<file path="config.mk">
export PLATFORM = sky130hd
export DESIGN_NAME = rv_key_debounce
export DESIGN_NICKNAME = d
export VERILOG_FILES = /design/src/rtl/rv_pkg.sv /design/src/rtl/rv_key_debounce_ch.sv /design/src/rtl/rv_key_debounce.sv
export SDC_FILE = /design/constraint.sdc
export NUM_CORES = 1
export LEC_CHECK = 0
export CORE_MARGIN = 2
export CORE_UTILIZATION = 55
export CTS_BUF_LIST = sky130_fd_sc_hd__clkbuf_16
export DETAILED_ROUTE_END_ITERATION = 7
export PLACE_DENSITY = 0.74
export SYNTH_ARGS = -nofsm -noshare
export SYNTH_HDL_FRONTEND = slang
export SYNTH_SLANG_ARGS = --single-unit
</file>
<file path="constraint.sdc">
create_clock -name clk_i -period 1.98 [get_ports clk_i]
set_clock_uncertainty 0.05 [all_clocks]
set_input_delay 0.396 -clock clk_i [delete_from_list [all_inputs] [get_ports clk_i]]
set_output_delay 0.396 -clock clk_i [all_outputs]
set_load 0.02 [all_outputs]
</file>
<file path="src/rtl/rv_pkg.sv">
// Shared board-level constants and types for the key conditioning path.
// Latency: n/a (declarations only).
// Backpressure: n/a.
package rv_pkg;

  // Core clock frequency of the board; the debounce window is derived from it.
  localparam int CORE_CLK_HZ = 50_000_000;

  // 10 ms of core clock: long enough to outlast mechanical contact bounce.
  localparam int KEY_DEBOUNCE_CYCLES = CORE_CLK_HZ / 100;

  // Per-key debounce states: two stable levels, each with a qualifying wait state.
  typedef enum logic [1:0] {
    ST_HIGH,
    WAIT_LOW,
    ST_LOW,
    WAIT_HIGH
  } key_db_state_t;

endpackage

</file>
<file path="src/rtl/rv_key_debounce_ch.sv">
// One key channel: 2-flop synchroniser, debounce FSM with qualify counter, press/release strobes.
// Latency: key_o and strobe change DEBOUNCE_CYCLES+2 edges after a settled raw input.
// Backpressure: none; strobes are one-cycle informational pulses and are never held.
module rv_key_debounce_ch
  import rv_pkg::*;
#(
  parameter int DEBOUNCE_CYCLES = KEY_DEBOUNCE_CYCLES
) (
  input  logic clk_i,
  input  logic arstn_i,
  input  logic key_i,
  output logic key_o,
  output logic press_o,
  output logic release_o
);

  // Sized so DEBOUNCE_CYCLES itself fits; the count never exceeds DEBOUNCE_CYCLES-1.
  localparam int CntW = $clog2(DEBOUNCE_CYCLES + 1);
  localparam logic [CntW-1:0] CntLast = CntW'(DEBOUNCE_CYCLES - 1);
  localparam logic [CntW-1:0] CntOne  = CntW'(1);

  logic          sync1_q;
  logic          sync2_q;
  key_db_state_t state_q;
  logic [CntW-1:0] cnt_q;
  logic          key_q;
  logic          press_q;
  logic          release_q;

  // Two-flop synchroniser; reset to the released level so no false press follows reset.
  always_ff @(posedge clk_i) begin
    if (!arstn_i) begin
      sync1_q <= 1'b1;
      sync2_q <= 1'b1;
    end else begin
      sync1_q <= key_i;
      sync2_q <= sync1_q;
    end
  end

  // Debounce FSM: a new level must persist DEBOUNCE_CYCLES samples before it is accepted.
  always_ff @(posedge clk_i) begin
    if (!arstn_i) begin
      state_q   <= ST_HIGH;
      cnt_q     <= '0;
      key_q     <= 1'b1;
      press_q   <= 1'b0;
      release_q <= 1'b0;
    end else begin
      press_q   <= 1'b0;
      release_q <= 1'b0;
      case (state_q)
        ST_HIGH: begin
          if (!sync2_q) begin
            state_q <= WAIT_LOW;
            cnt_q   <= CntOne;
          end
        end
        WAIT_LOW: begin
          if (sync2_q) begin
            state_q <= ST_HIGH;
            cnt_q   <= '0;
          end else if (cnt_q == CntLast) begin
            state_q <= ST_LOW;
            key_q   <= 1'b0;
            press_q <= 1'b1;
            cnt_q   <= '0;
          end else begin
            cnt_q <= cnt_q + CntOne;
          end
        end
        ST_LOW: begin
          if (sync2_q) begin
            state_q <= WAIT_HIGH;
            cnt_q   <= CntOne;
          end
        end
        WAIT_HIGH: begin
          if (!sync2_q) begin
            state_q <= ST_LOW;
            cnt_q   <= '0;
          end else if (cnt_q == CntLast) begin
            state_q   <= ST_HIGH;
            key_q     <= 1'b1;
            release_q <= 1'b1;
            cnt_q     <= '0;
          end else begin
            cnt_q <= cnt_q + CntOne;
          end
        end
        default: begin
          state_q <= ST_HIGH;
          cnt_q   <= '0;
        end
      endcase
    end
  end

  assign key_o     = key_q;
  assign press_o   = press_q;
  assign release_o = release_q;

endmodule

</file>
<file path="src/rtl/rv_key_debounce.sv">
// Board push-button conditioning: NUM_KEYS independent debounce channels.
// Latency: DEBOUNCE_CYCLES+2 edges from a settled raw key to key_o/strobe change.
// Backpressure: none; strobes are single-cycle and not held.
module rv_key_debounce
  import rv_pkg::*;
#(
  parameter int NUM_KEYS        = 1,
  parameter int DEBOUNCE_CYCLES = KEY_DEBOUNCE_CYCLES
) (
  input  logic                clk_i,
  input  logic                arstn_i,
  input  logic [NUM_KEYS-1:0] key_i,
  output logic [NUM_KEYS-1:0] key_o,
  output logic [NUM_KEYS-1:0] press_o,
  output logic [NUM_KEYS-1:0] release_o
);

  // Channels share nothing, so simultaneous transitions all report in the same cycle.
  for (genvar g = 0; g < NUM_KEYS; g++) begin : g_ch
    rv_key_debounce_ch #(
      .DEBOUNCE_CYCLES(DEBOUNCE_CYCLES)
    ) u_ch (
      .clk_i    (clk_i),
      .arstn_i  (arstn_i),
      .key_i    (key_i[g]),
      .key_o    (key_o[g]),
      .press_o  (press_o[g]),
      .release_o(release_o[g])
    );
  end

endmodule

</file>
==> impl_results.md, run 1 <==
* Final ANT Viol Nets at 0
* Path type of the worst setup path: reg -> reg
* Commonest non-fill, non-tap cell in the layout: dfxtp_1
* Post-DP HPWL at 1.91 mm
* Syn nets at 150
* Synth Warn # at 0
* Most frequent cells in the layout: 26 x dfxtp_1, 13 x nand2_1, 11 x nor2_1
* TritonCTS clock tree: built
* Vias in the first global route at 1,052
* Design Area, Final at 1470 µm²
* Area share of the largest cell type after synthesis at 40.5%
* CTS sink count at 26
* Via-to-Cell Ratio at 5.98
* CP max stage delay at 0.40 ns
* Area contributors post-synth: dfxtp_1 41%, a31oi_1 3.9%, nand2_1 3.8%
* Die height at 52.3 µm
* Pre-antenna DRT Iters at 4
* Crit path to: g_ch[0].u_ch.cnt_q[10]
* Post-synthesis sequential element count at 26
* CP top delay family: simple AND/OR/NAND/NOR gates
* Setup-failing EPs final at 0
* Final max-slew violation count at 0
* Path depth of the worst reg2reg path at 6
* Syn Std Cell Area at 1280 µm²
* Worst path cell trace: ha_1, nand4_2, a211oi_2, and3_1, xnor2_1, nor2_1
* Post-CTS Setup Bufs at 0
* Finished Layout Cells at 182
* Initial Util at 58.1%
* Resized Gates After CTS at 0
* Clock Latency Late Sink at 0.26 ns
* CTS Hold Buffers Added at 0
* Final nets at 159
* Die W at 52.3 µm
* Final Core Density at 66.6%
* Slew @ Worst Pin at 0.424 ns
* Area Growth Syn to Fin at 14.6%
* Area leader, netlist: dfxtp_1
* Largest net degree at the start of global routing at 17
* Critical path startpoint: g_ch[0].u_ch.cnt_q[0]
* # rows at 17
* GP Congestion at 0.858
* I/O Pins at 6
* R2R Path Start: g_ch[0].u_ch.cnt_q[0]
* Worst slack at placement at 0.172 ns
* CTS buffer count at 3
* Syn_area_per_cell at 8.80 µm²
* WP buf/inv at 0
* Worst path depth at 6
* Post-DP Area at 1370 µm²
* Hold Vio Cnt, Final at 0
* Synth cell types at 46
* Rel. slew slack at 71.5%
* Final min period at 1.79 ns
* Area of the core at 2210 µm²
* Pwr dens at 788 nW/µm²
* Leak at 0.516 nW
* Status: completed
* Total grt overflow at 0
* CTS root buffer: clkbuf_16
* DR WL/cell at 14.9 µm
* Deepest clock path buffer count at 2
* H-tree levels at 1
* Antenna diode count at 0
* Startpoint types: flop
* Sequential share of the synthesized area at 40.5%
* Fmax achieved at 0.560 GHz
* Period utilization at 90.2%
* RSZ-0062 raised after global routing: false
* Post-placement cell count at 178
* DRT iter0 DRCs at 31
* First-pass GRT wire length at 4.66 mm
* Fraction of layout cells with a size suffix above 1 at 13.0%
* Cells after Synth at 146
* CP endpoint kind: flop
* Reg-to-reg critical path endpoint: g_ch[0].u_ch.cnt_q[10]
* R2R Setup Slk at 0.19 ns
* Total Wirelength at 2.72 mm
* Remaining DRCs at 0
* GRT Util Overall at 23.1%
* CP max-delay cell: a211oi_2
* Port Buffer Count at 5
* Final critical-path setup slack at 0.194 ns
* Worst Path Max Fanout at 5
* Worst EP arrival at 1.89 ns
* DIE AREA at 2740 µm²
* Vias at 1,088
* Hold Path Class: reg -> reg
* CP Data Required Time at 2.08 ns
* Antenna violations before repair at 0
* Setup TNS at 0 ns
* MaxCap Viol Count at 0
* VDD IR-drop max at 0.985 mV
* Clk pin slew, worst setup/hold paths at 0.07 ns
==> where the power goes <==
part,switching (mW),total [mW],internal [mW]
registers,0.00367,0.530,0.526
clock network,0.191,0.594,0.403
logic,0.0209,0.0367,0.0158
total,0.216,1.16,0.945
==> registers in the layout, indices dropped and copies added, names as in the netlist, named ones only <==
name,flops
g_ch.u_ch.key_o,1
g_ch.u_ch.cnt_q,19
g_ch.u_ch.state_q,1
g_ch.u_ch.press_o,1
g_ch.u_ch.release_o,1
g_ch.u_ch.sync1_q,1
g_ch.u_ch.sync2_q,1
==> area by class of cell <==
| cell class | count | area [µm²] |
|---|---|---|
| Clock inverter | 1 | 30.0 |
| Multi-Input combinational cell | 112 | 721 |
| Inverter | 3 | 11.3 |
| Sequential cell | 26 | 520 |
| Timing Repair Buffer | 9 | 80.1 |
| Fill cell | 191 | 739 |
| Tap cell | 28 | 35.0 |
| Clock buffer | 3 | 75.1 |
==> worst reg2reg max path: cells and delay by family, from the launching register on <==
kind | cells | cell delay [ns]
adder cells (fa/ha/maj) | 1 | 0.25
XOR/XNOR | 1 | 0.12
AO/OA/AOI/OAI | 1 | 0.40
AND/OR/NAND/NOR | 3 | 0.47
flip-flops | 1 | 0.39
==> logic make-up (layout without fill, tap and decap cells) <==
logic type | count (synthesis) | in the layout | share of synthesized area, %
AND/OR/NAND/NOR | 67 | 67 | 29.7
AO/OA/AOI/OAI | 34 | 34 | 17.9
flip-flops | 26 | 26 | 40.5
XOR/XNOR | 9 | 9 | 6.72
buffers and inverters | 8 | 16 | 3.41
adder cells (fa/ha/maj) | 1 | 1 | 0.974
multiplexers | 1 | 1 | 0.779
==> routing by layer <==
layer	vias to the layer above	share of wire (%)	global-route usage [%]
met5	-	0	0
met4	0	1.7	10.7
met2	17	47	36.9
met3	4	2.8	6.00
li1	547	-	-
met1	520	49	28.9
==> through the flow <==
stage / power [mW] / hold slack (ns)
floorplan: 0.565 / 0.336
global placement: 0.577 / 0.350
detailed placement: 0.578 / 0.347
CTS: 1.16 / 0.395
global route: 1.19 / 0.396
finish: 1.16 / 0.384
==> how the worst min path moves through the flow <==
stage,start,endpoint,slack [ns],depth (start not counted)
finish,g_ch[0].u_ch.sync1_q,g_ch[0].u_ch.sync2_q,0.38,1
floorplan,g_ch[0].u_ch.sync1_q,g_ch[0].u_ch.sync2_q,0.34,1
detailed placement,g_ch[0].u_ch.sync1_q,g_ch[0].u_ch.sync2_q,0.35,1
global placement,g_ch[0].u_ch.sync1_q,g_ch[0].u_ch.sync2_q,0.35,1
global route,g_ch[0].u_ch.sync1_q,g_ch[0].u_ch.sync2_q,0.40,1
CTS,g_ch[0].u_ch.sync1_q,g_ch[0].u_ch.sync2_q,0.39,1
==> cells in the mapped netlist (all sizes together) <==
cell type	instances
dfxtp	26
nand2	14
nor2	13
a21oi	9
nand3	9
a31oi	8
o21ai	8
and3	7
xor2	5
nor3	4
xnor2	4
a21boi	3
and4	3
buf	3
inv	3
nand2b	3
nor2b	3
a22oi	2
and2	2
clkbuf	2
nand3b	2
nand4	2
a211oi	1
a21o	1
a32o	1
a41oi	1
ha	1
mux2i	1
nand4b	1
nand4bb	1
nor3b	1
nor4b	1
or2	1
Note: power is estimated with default switching activity, not from simulation.
==> inputs of run 2 (changes only) <==
--- a/config.mk
+++ b/config.mk
@@ -5,7 +5,6 @@
 export SDC_FILE = /design/constraint.sdc
 export NUM_CORES = 1
 export LEC_CHECK = 0
-export CORE_MARGIN = 2
 export CORE_UTILIZATION = 55
 export CTS_BUF_LIST = sky130_fd_sc_hd__clkbuf_16
 export DETAILED_ROUTE_END_ITERATION = 7
==> run 2 against run 1 <==
Compared with the run above: count of clock-buffer cells in the layout unchanged; first-iteration DRC count down 9.7%; critical path depth unchanged; worst setup slack worse by 0.015 ns; routed wire length down 2.5%; cell count unchanged; design area down 1.8%; die area down 7.5%; maximum frequency down 0.82%; register-to-register slack about the same; flip-flop and latch count unchanged.
==> impl_results.md, run 2 (synthesized netlist as in run 1, its figures left out) <==
* Status: completed
* CP max stage delay at 0.40 ns
* Post-DP Area at 1370 µm²
* H-tree levels at 1
* DRT iter0 DRCs at 28
* RSZ-0062 raised after global routing: false
* Largest Register: g_ch.u_ch.cnt_q
* Total Wirelength at 2.65 mm
* Port Buffer Count at 5
* Final ANT Viol Nets at 0
* Deepest clock path buffer count at 2
* Pre-antenna DRT Iters at 4
* CP top delay family: simple AND/OR/NAND/NOR gates
* Vias in the first global route at 1,017
* Vias at 1,078
* Hold Path Class: reg -> reg
* Setup-failing EPs final at 0
* Slew @ Worst Pin at 0.440 ns
* Fraction of layout cells with a size suffix above 1 at 12.3%
* Die height at 50.3 µm
* Commonest non-fill, non-tap cell in the layout: dfxtp_1
* CTS sink count at 26
* Worst path cell trace: ha_1, nand4_2, a211oi_2, and3_1, xnor2_1, nor2_1
* Final max-slew violation count at 0
* MaxCap Viol Count at 0
* CP endpoint kind: flop
* Register area at 520 µm²
* Fill count at 177
* Worst slack at placement at 0.192 ns
* CP max-delay cell: a211oi_2
* DR WL/cell at 14.6 µm
* CTS root buffer: clkbuf_16
* TritonCTS clock tree: built
* Rel. slew slack at 70.5%
* Path type of the worst setup path: reg -> reg
* Resized Gates After CTS at 0
* Switch Pwr at 0.200 mW
* Hold Vio Cnt, Final at 0
* Clk pin slew, worst setup/hold paths at 0.06 ns
* Internal cell power at 0.812 mW
* Period utilization at 91.0%
* Antenna violations before repair at 0
* Combinational Power Share at 3.6%
* Worst EP arrival at 1.90 ns
* Clock Latency Late Sink at 0.26 ns
* Die W at 50.3 µm
* WP buf/inv at 0
* Max reg flops at 19
* VDD IR-drop max at 0.604 mV
* Via-to-Cell Ratio at 5.92
* Final critical-path setup slack at 0.179 ns
* Area Growth Syn to Fin at 12.6%
* Multi-input gate area at 721 µm²
* Remaining DRCs at 0
* Total grt overflow at 0
* Antenna diode count at 0
* Initial Util at 58.1%
* Leak at 0.504 nW
* Post-CTS Setup Bufs at 0
* Smallest hold slack at 0.358 ns
* GRT Util Overall at 23.8%
* Largest net degree at the start of global routing at 17
* DIE AREA at 2530 µm²
* Fmax achieved at 0.555 GHz
* Area of the core at 2210 µm²
* Setup TNS at 0 ns
* Design Area, Final at 1450 µm²
* Worst Path Max Fanout at 5
* First-pass GRT wire length at 4.56 mm
* Startpoint types: flop
* CP Data Required Time at 2.07 ns
* Post-DP HPWL at 1.86 mm
* CTS Hold Buffers Added at 0
* Clock Power Share at 44.0%
* GP Congestion at 0.863
* Pwr dens at 700 nW/µm²
* Flop pwr share at 52.4%
* Final nets at 159
* Sw frac at 19.7%
* CTS buffer count at 3
* Most frequent cells in the layout: 26 x dfxtp_1, 13 x nand2_1, 11 x nor2_1
* Final min period at 1.80 ns
* I/O Pins at 6
* # rows at 17
## run 2: cell count changes in the layout (fill, tap and decap cells not counted)
cell / change
clkinv_1: +1
bufinv_16: -1
## run 2: final cells by class
cell class	count	area share, %
clock buffer	3	5.19
clock inverter	1	0.260
inverter	3	0.779
multi-input combinational	112	49.8
sequential	26	36.0
tap	28	2.42
timing repair buffer	9	5.54
## run 2: power groups by stage
stage / registers (mW) / clock network [mW] / logic (mW)
6_report: 0.530 / 0.446 / 0.0366
4_1_cts: 0.530 / 0.450 / 0.0362
3_3_place_gp: 0.542 / 0 / 0.0354
5_1_grt: 0.530 / 0.483 / 0.0394
2_1_floorplan: 0.540 / 0 / 0.0255
3_5_place_dp: 0.542 / 0 / 0.0361
## run 2: layer usage
layer	share of wire [%]	up-vias	global-route usage (%)
li1	-	544	-
met1	48	501	32.9
met2	47	28	36.7
met3	3.5	5	4.55
met4	1.4	0	8.33
met5	0	-	0
## run 2: final timing paths
check                        startpoint  cells past startpoint  slack (ns)                      to
hold reg to reg    g_ch[0].u_ch.sync1_q                      1        0.36    g_ch[0].u_ch.sync2_q
setup / recovery  g_ch[0].u_ch.cnt_q[0]                      6        0.18  g_ch[0].u_ch.cnt_q[10]
hold / removal     g_ch[0].u_ch.sync1_q                      1        0.36    g_ch[0].u_ch.sync2_q
setup reg to reg  g_ch[0].u_ch.cnt_q[0]                      6        0.18  g_ch[0].u_ch.cnt_q[10]
## run 2: through the flow
step / util, % / power [mW] / cells
2_1_floorplan: - / 0.565 / 146
5_1_grt: 65.4 / 1.05 / 182
4_1_cts: 65.4 / 1.02 / 182
6_report: 65.4 / 1.01 / 182
3_3_place_gp: 61.8 / 0.577 / 178
3_5_place_dp: 61.8 / 0.578 / 178
